$ cat src/rtl/mem_init_loader.sv
// ============================================================================
// mem_init_loader : byte-stream program loader for instruction/data memories
// Optional trailing-checksum frame byte via `define LOADER_CHECKSUM_EN. Rev 1.0
// ============================================================================
`default_nettype none

module mem_init_loader #(
    parameter int DATA    = 32,
    parameter int ADDRESS = 9
) (
    input  logic               clk,
    input  logic               reset,
    input  logic               in_valid,
    input  logic [7:0]         in_data,
    output logic               in_ready,
    output logic               inst_we,
    output logic [ADDRESS-1:0] inst_addr,
    output logic [DATA-1:0]    inst_d1,
    output logic [DATA-1:0]    inst_d2,
    output logic               data_we,
    output logic [ADDRESS-1:0] data_addr,
    output logic [DATA-1:0]    data_d1,
    output logic [DATA-1:0]    data_d2,
    output logic               load_en,
    output logic               core_hold,
    output logic               busy,
    output logic               err
);

    localparam logic [7:0] c_HDR_INST = 8'h01;
    localparam logic [7:0] c_HDR_DATA = 8'h02;
    localparam logic [7:0] c_HDR_RUN  = 8'h03;

    typedef enum logic [2:0] {
        S_IDLE    = 3'd0,
        S_ADDR_LO = 3'd1,
        S_ADDR_HI = 3'd2,
        S_CNT_LO  = 3'd3,
        S_CNT_HI  = 3'd4,
        S_PAYLOAD = 3'd5,
        S_WRITE   = 3'd6,
        S_CHK     = 3'd7
    } state_t;

    state_t                r_state;
    state_t                w_next;
    state_t                w_frame_end;
    logic                  r_tgt_data;
    logic [7:0]            r_addr_lo;
    logic [ADDRESS-1:0]    r_addr;
    logic [15:0]           r_cnt;
    logic [2:0]            r_bcnt;
    logic [2*DATA-9:0]     r_pair;
    logic [ADDRESS-1:0]    r_inst_addr, r_data_addr;
    logic [DATA-1:0]       r_inst_d1, r_inst_d2, r_data_d1, r_data_d2;
    logic                  r_hold;
    logic                  r_err;
    logic                  w_xfer;
    logic [2*DATA-1:0]     w_pair_next;
    logic [15:0]           w_cnt_full;

    assign in_ready    = (r_state != S_WRITE);
    assign w_xfer      = in_valid & in_ready;
    assign w_pair_next = {in_data, r_pair};
    assign w_cnt_full  = {in_data, r_cnt[7:0]};

`ifdef LOADER_CHECKSUM_EN
    assign w_frame_end = S_CHK;
`else
    assign w_frame_end = S_IDLE;
`endif

    always_ff @(posedge clk or negedge reset) begin
        if (!reset) r_state <= S_IDLE;
        else        r_state <= w_next;
    end

    always_comb begin
        w_next = r_state;
        case (r_state)
            S_IDLE:    if (w_xfer && (in_data == c_HDR_INST || in_data == c_HDR_DATA))
                           w_next = S_ADDR_LO;
            S_ADDR_LO: if (w_xfer) w_next = S_ADDR_HI;
            S_ADDR_HI: if (w_xfer) w_next = S_CNT_LO;
            S_CNT_LO:  if (w_xfer) w_next = S_CNT_HI;
            S_CNT_HI:  if (w_xfer) w_next = (w_cnt_full == 16'd0) ? w_frame_end : S_PAYLOAD;
            S_PAYLOAD: if (w_xfer && r_bcnt == 3'd7) w_next = S_WRITE;
            S_WRITE:   w_next = (r_cnt == 16'd1) ? w_frame_end : S_PAYLOAD;
            S_CHK:     if (w_xfer) w_next = S_IDLE;
            default:   w_next = S_IDLE;
        endcase
    end

    always_ff @(posedge clk or negedge reset) begin
        if (!reset) begin
            r_tgt_data  <= 1'b0;
            r_addr_lo   <= '0;
            r_addr      <= '0;
            r_cnt       <= '0;
            r_bcnt      <= '0;
            r_pair      <= '0;
            r_inst_addr <= '0;
            r_data_addr <= '0;
            r_inst_d1   <= '0;
            r_inst_d2   <= '0;
            r_data_d1   <= '0;
            r_data_d2   <= '0;
            r_hold      <= 1'b1;
            r_err       <= 1'b0;
        end else begin
            case (r_state)
                S_IDLE: if (w_xfer) begin
                    if (in_data == c_HDR_INST || in_data == c_HDR_DATA) begin
                        r_hold     <= 1'b1;
                        r_tgt_data <= (in_data == c_HDR_DATA);
                    end else if (in_data == c_HDR_RUN) begin
                        if (!r_err) r_hold <= 1'b0;
                    end else begin
                        r_err <= 1'b1;
                    end
                end
                S_ADDR_LO: if (w_xfer) r_addr_lo <= in_data;
                S_ADDR_HI: if (w_xfer) r_addr <= ADDRESS'({in_data, r_addr_lo});
                S_CNT_LO:  if (w_xfer) r_cnt <= {8'h00, in_data};
                S_CNT_HI:  if (w_xfer) begin
                    r_cnt  <= w_cnt_full;
                    r_bcnt <= 3'd0;
                end
                S_PAYLOAD: if (w_xfer) begin
                    r_pair <= w_pair_next[2*DATA-1:8];
                    r_bcnt <= r_bcnt + 3'd1;
                    // Publish the completed pair so it is stable during the WRITE strobe
                    if (r_bcnt == 3'd7) begin
                        if (r_tgt_data) begin
                            r_data_addr <= r_addr;
                            r_data_d1   <= w_pair_next[DATA-1:0];
                            r_data_d2   <= w_pair_next[2*DATA-1:DATA];
                        end else begin
                            r_inst_addr <= r_addr;
                            r_inst_d1   <= w_pair_next[DATA-1:0];
                            r_inst_d2   <= w_pair_next[2*DATA-1:DATA];
                        end
                    end
                end
                S_WRITE: begin
                    r_cnt  <= r_cnt - 16'd1;
                    r_addr <= r_addr + {{(ADDRESS-1){1'b0}}, 1'b1};
                end
                default: ;
            endcase
        end
    end

`ifdef LOADER_CHECKSUM_EN
    logic [7:0] r_csum;

    // Running XOR from the header through the last payload byte
    always_ff @(posedge clk or negedge reset) begin
        if (!reset) begin
            r_csum <= '0;
        end else if (w_xfer) begin
            if (r_state == S_IDLE)
                r_csum <= in_data;
            else if (r_state != S_CHK)
                r_csum <= r_csum ^ in_data;
        end
    end

    logic r_csum_err;
    always_ff @(posedge clk or negedge reset) begin
        if (!reset)
            r_csum_err <= 1'b0;
        else if (w_xfer && r_state == S_CHK && in_data != r_csum)
            r_csum_err <= 1'b1;
    end
    assign err = r_err | r_csum_err;
`else
    assign err = r_err;
`endif

    assign inst_we   = (r_state == S_WRITE) & ~r_tgt_data;
    assign data_we   = (r_state == S_WRITE) &  r_tgt_data;
    assign load_en   = inst_we | data_we;
    assign inst_addr = r_inst_addr;
    assign inst_d1   = r_inst_d1;
    assign inst_d2   = r_inst_d2;
    assign data_addr = r_data_addr;
    assign data_d1   = r_data_d1;
    assign data_d2   = r_data_d2;
    assign core_hold = r_hold;
    assign busy      = (r_state != S_IDLE);

endmodule

`default_nettype wire
$ cat config.mk
export PLATFORM = sky130hd
export DESIGN_NAME = mem_init_loader
export DESIGN_NICKNAME = d
export VERILOG_FILES = /design/src/rtl/mem_init_loader.sv
export SDC_FILE = /design/constraint.sdc
export NUM_CORES = 1
export LEC_CHECK = 0
export ABC_AREA = 1
export BUFFER_PORTS_ARGS = -buffer_cell sky130_fd_sc_hd__buf_2
export CORE_AREA = 2 2 136 138
export CTS_CLUSTER_DIAMETER = 80
export DETAILED_ROUTE_END_ITERATION = 10
export DIE_AREA = 0 0 138 140
export PLACE_DENSITY = 0.79
export SYNTH_ARGS = -nofsm -noshare
export SYNTH_HDL_FRONTEND = slang
export SYNTH_SLANG_ARGS = --single-unit
$ cat constraint.sdc
create_clock -name clk -period 2.2 [get_ports clk]
set_clock_uncertainty 0.2 [all_clocks]
set_input_delay 0.22 -clock clk [delete_from_list [all_inputs] [get_ports clk]]
set_output_delay 0.22 -clock clk [all_outputs]
set_load 0.05 [all_outputs]
* Yosys cells after proc, flatten, opt, wreduce, memory -nomap -nowiden
Index checks and enable logic that the tools add are counted.
** Word-level totals
- Flip-flop bits (word level) :: 244
- Input bits :: 11
- Output and inout bits :: 153
** Operators by class
- $add $sub $neg :: 3
- Equality and inequality tests :: 22
- Mux-type cells :: 20
- Bitwise operators :: 8
- Reductions and logical operators :: 23
** Operators with widths (number)
- one-hot mux 16 bit (3 select lines) :: 1
- 2-to-1 mux 16 bit :: 2
- 2-to-1 mux 3 bit :: 10
- one-hot mux 3 bit (8 select lines) :: 1
- one-hot mux 9 bit (2 select lines) :: 1
- equality test 16 x 1 -> 1 bit, second input constant :: 1
- equality test 8 x 2 -> 1 bit, second input constant :: 2
- logical NOT 16 bit :: 1
- != test 2 bit, second input constant :: 8
- AND reduction 4 bit :: 4
- subtractor 16 x 1 -> 16 bit, second input constant :: 1
- equality test 3 bit, second input constant :: 5
- AND reduction 3 bit :: 4
- adder 9 x 1 -> 9 bit, second input constant :: 1
- 2-to-1 mux 9 bit :: 1
- equality test 8 x 1 -> 1 bit, second input constant :: 1
- nonzero test 2 bit :: 4
- AND reduction 7 bit :: 1
- equality test 3 x 2 -> 1 bit, second input constant :: 2
- one-hot mux 3 bit (2 select lines) :: 1
- AND reduction 2 bit :: 3
- nonzero test 3 bit :: 2
- NOT 1 bit :: 4
- adder 3 x 1 -> 3 bit, second input constant :: 1
- other kinds (9) :: 14

* Depth between registers and ports, before layout
- Word-level depth :: 5
- Depth in mapped cells :: 10
- Mapped depth without buffers :: 9

* Worst setup path after synthesis
Ideal clock, no wire load.
- Kind :: flip-flop to output port
- Start :: register r_state[0]
- End :: output data_we
- Arrival time :: 1.660 ns
- Required time :: 1.780 ns
- Path slack :: 0.120 ns
- Cell stages (with the launch flop) :: 5
- Buffers on the path :: 1
- Cell sequence :: dfrtp_1 -> inv_2 -> nand3_2 -> buf_2 -> nor2_1
** On the way
- Cells in the longest elaborated chain, start to end :: 2
** RTL lines
- start: declaration :: line 45 : state_t r_state;
- start signal: assignment :: line 75 : else r_state <= w_next;
- equality test 3 bit :: line 182 : assign data_we = (r_state == S_WRITE) & r_tgt_data;
- bitwise AND 1 bit :: line 182
- end: declaration :: line 20 : output logic data_we,
Every way passes these cells.

* Worst setup path after layout
- Start :: register r_state[0]
- End :: output in_ready
** On the way
- Cells in the longest elaborated chain, start to end :: 1
** RTL lines
- != test 3 bit :: line 62 : assign in_ready = (r_state != S_WRITE);
- end: declaration :: line 15 : output logic in_ready,
Every way passes these cells.

==> insert_results.sql <==
INSERT INTO impl_metrics (metric_group, metric, value, unit) VALUES
('setup_path', 'crit_path_max_incr_delay', '0.47', 'ns'),
('routing', 'via_count', '7982', ''),
('clock_network', 'cts_tree', 'built', ''),
('timing', 'max-slew-margin-rel', '0.7086', ''),
('routing', 'routed_wl', '24.08', 'mm'),
('logic_synthesis', 'gate_count_of_the_mapped_netlist', '1096', ''),
('placed_design', 'detailedPlacementHpwl', '15.97', 'mm'),
('timing', 'setup_viol', '0', ''),
('routing', 'wl_per_cell', '15.99', 'um'),
('placed_design', 'dpl_cell_area', '10980', 'sq um'),
('logic_synthesis', 'synth_fp_nets', '1113', ''),
('global_route', 'grtUsageTotal', '0.2505', ''),
('logic_synthesis', 'postSynth.asyncResetShare', '1.000', ''),
('final_layout', 'final_core_utilization', '0.6746', ''),
('setup_path', 'crit_type', 'flop to output pin', ''),
('clock_network', 'clock_slew_seen_by_the_registers_of_the_worst_setup_and_hold_paths', '0.06', 'ns'),
('routing', 'drtIter0Drc', '724', ''),
('logic_synthesis', 'synth-seq-area-share', '0.6179', ''),
('global_route', 'grt_pass1_wl', '40.01', 'mm'),
('timing', 'max_clock_freq', '475.5', 'MHz'),
('timing', 'report.final.slew_viol_count', '0', ''),
('setup_path', 'critical_path.reg2reg.startpoint', 'r_bcnt[0]', ''),
('setup_path', 'rrSetupSlack', '0.28', 'ns'),
('logic_synthesis', 'ys_seq_elements', '244', ''),
('final_layout', 'num-fill-cells', '1410', ''),
('global_route', 'grt_antenna_before_repair', '0', ''),
('final_layout', 'finish.net_count', '1277', ''),
('timing', 'period_minus_slack', '2.103', 'ns'),
('final_layout', 'antenna_cells_inserted', '0', ''),
('final_layout', 'final_design_area_no_fill', '11990', 'sq um'),
('setup_path', 'crit_slowest_cell', 'sky130_fd_sc_hd__dfrtp_2', ''),
('logic_synthesis', 'synth_top_area_cell', 'sky130_fd_sc_hd__dfrtp_1', ''),
('final_layout', 'area.growth.synth_to_final', '21.36', '%'),
('global_route', 'gr-usage-met1', '0.3608', ''),
('global_route', 'first_global_vias', '7834', ''),
('logic_synthesis', 'synth_cell_type_count', '28', ''),
('timing', 'period_share', '0.9560', ''),
('floorplanning', 'start_util', '0.5559', ''),
('logic_synthesis', 'mappedNetlistArea', '9883', 'sq um'),
('setup_path', 'crit_path_frequent_cell', 'sky130_fd_sc_hd__buf_4', ''),
('logic_synthesis', 'synth.top_cells.by_area', 'sky130_fd_sc_hd__dfrtp_1 62%, sky130_fd_sc_hd__nand2_1 12%, sky130_fd_sc_hd__o21ai_1 7.4%', ''),
('setup_path', 'reg2reg_to', 'data_d2[11]', ''),
('floorplanning', 'std_cell_rows', '49', ''),
('clock_network', 'cts_inserted_buffers', '25', ''),
('clock_network', 'clk-insertion-delay-late', '0.52', 'ns'),
('logic_synthesis', 'syn_area_per_cell', '9.018', 'sq um'),
('setup_path', 'cp_data_arrival_time', '1.68', 'ns'),
('logic_synthesis', 'synth.top_cells.by_count', '307 x sky130_fd_sc_hd__nand2_1, 243 x sky130_fd_sc_hd__dfrtp_1, 147 x sky130_fd_sc_hd__o21ai_1, 111 x sky130_fd_sc_hd__inv_1, 92 x sky130_fd_sc_hd__o21ai_0', ''),
('timing', 'rsz_0062_raised_after_global_routing', 'false', ''),
('pwr', 'power_density', '1159', 'nW/um^2'),
('timing', 'report.final.hold_viol_count', '0', ''),
('logic_synthesis', 'postSynth.topFlopCell', 'sky130_fd_sc_hd__dfrtp_1', ''),
('run', 'maxcap_violations', '0', ''),
('outcome', 'status', 'complete, no violations', ''),
('timing', 'worst_margin_slew', '0.4360', 'ns'),
('clock_network', 'cts_post_setup_buffers_inserted', '0', ''),
('setup_path', 'worst_path_dominant_cell_family', 'buffers and inverters', ''),
('floorplanning', 'core-area', '17780', 'sq um'),
('setup_path', 'cp_max_fo', '11', ''),
('clock_network', 'ctsHtreeMaxLevel', '1', ''),
('setup_path', 'critPathBufInv', '3', ''),
('routing', 'route.detailed.vias_per_inst', '5.300', ''),
('timing', 'fin_hold_ws', '0.003798', 'ns'),
('placed_design', 'buffers_added_on_ports', '163', ''),
('logic_synthesis', 'synth.yosys.warnings', '0', ''),
('setup_path', 'timing.critical_path.required', '1.78', 'ns'),
('global_route', 'grt.overflow.total', '0', ''),
('logic_synthesis', 'post-synth-top-area-fraction', '0.6153', ''),
('floorplanning', 'chip_width', '138', 'um'),
('setup_path', 'worstSetupStartpointType', 'flop', ''),
('global_route', 'gr-max-usage-layer', 'met2', '');
==> worst register-to-register path, stage by stage, from the launching register on <==
cell	delay (ns)
sky130_fd_sc_hd__dfrtp_1	0.40
sky130_fd_sc_hd__ha_1	0.21
sky130_fd_sc_hd__ha_1	0.26
sky130_fd_sc_hd__nand3_4	0.14
sky130_fd_sc_hd__buf_4	0.40
sky130_fd_sc_hd__nand2_1	0.13
sky130_fd_sc_hd__o21ai_1	0.10
==> sequential cells by signal, indices dropped and copies added (netlist names) <==
| name | flops |
|---|---|
| core_hold | 1 |
| r_addr | 9 |
| data_addr | 9 |
| inst_d2 | 32 |
| data_d2 | 32 |
| r_cnt | 16 |
| inst_d1 | 32 |
| r_tgt_data | 1 |
| inst_addr | 9 |
| err | 1 |
| r_state | 3 |
| r_bcnt | 3 |
| data_d1 | 32 |
| r_addr_lo | 8 |
| r_pair | 56 |
==> placed cells by master (no fill, tap or decap), types with 4 or more instances in the layout <==
cell type and instances:
sky130_fd_sc_hd__clkbuf_8 6, sky130_fd_sc_hd__o21ai_1 147, sky130_fd_sc_hd__buf_2 158, sky130_fd_sc_hd__buf_12 7, sky130_fd_sc_hd__nand2_1 307, sky130_fd_sc_hd__buf_4 14, sky130_fd_sc_hd__o22ai_1 5, sky130_fd_sc_hd__nor2_1 47
sky130_fd_sc_hd__nand3_1 31, sky130_fd_sc_hd__a21oi_1 25, sky130_fd_sc_hd__dfrtp_1 242, sky130_fd_sc_hd__clkinv_2 6, sky130_fd_sc_hd__ha_1 6, sky130_fd_sc_hd__o21ai_0 92, sky130_fd_sc_hd__bufinv_16 4, sky130_fd_sc_hd__inv_1 111
sky130_fd_sc_hd__clkbuf_16 25, sky130_fd_sc_hd__a22oi_1 4, sky130_fd_sc_hd__dlygate4sd3_1 9
==> worst max-delay path by stage <==
stage / endpoint / cells past startpoint / slack, ns / startpoint
after floorplan: data_we / 4 / 0.12 / r_state[0]
after global placement: r_addr[5] / 7 / 0.36 / r_state[0]
after detailed placement: data_d1[30] / 6 / 0.31 / r_bcnt[0]
final: in_ready / 4 / 0.1 / r_state[0]
after global routing: in_ready / 4 / 0.04 / r_state[0]
after CTS: in_ready / 4 / 0.01 / r_state[0]
==> kinds of logic after synthesis <==
kind of cell,Yosys count,share of synthesized area
AOI/OAI and AO/OA,278,0.1442
xor gates and xnor gates,2,0.001773
adders and majority gates,6,0.007596
buffers and inverters,166,0.06900
DFF,244,0.6179
and+or+nand+nor,400,0.1595
==> report_power, final <==
part / internal [mW] / switching (mW) / total, mW
Sequential: 5.42 / 0.656 / 6.07
Combinational: 0.911 / 2.39 / 3.30
Clock: 2.76 / 1.76 / 4.52
Total: 9.09 / 4.81 / 13.9
==> through the flow <==
step / power, mW / std cells / setup WS [ns]
after global placement: 9.247 / 1453 / 0.3618
after CTS: 13.95 / 1506 / 0.01022
after floorplan: 8.325 / 1096 / 0.1201
final: 13.90 / 1506 / 0.09683
after global routing: 14.69 / 1506 / 0.03761
after detailed placement: 9.355 / 1453 / 0.3116
==> final cells by class <==
type,count,area [sq um],area share
multi-input combinational,686,3132,0.2611
clock buffer,32,711.9,0.05936
inverter,114,435.4,0.03630
sequential,244,6108,0.5093
timing repair buffer,189,1141,0.09514
tap,229,286.5,0.02389
clock inverter,12,178.9,0.01492
==> metal layers <==
layer  wire, um  vias to the layer above  part of all wire
li1           -                     3855                 -
met1      10620                     3805              0.44
met2      11500                      284              0.48
met3       1588                       38             0.066
met4        364                        0             0.015
met5          0                        -                 0
==> timing repair <==
item	in CTS	in global routing
hold buffers	9	0
gates resized for setup	9	2
endpoints found under the hold margin	283	0
setup endpoints to repair	4	4
Note: power is estimated with default switching activity, not from simulation.
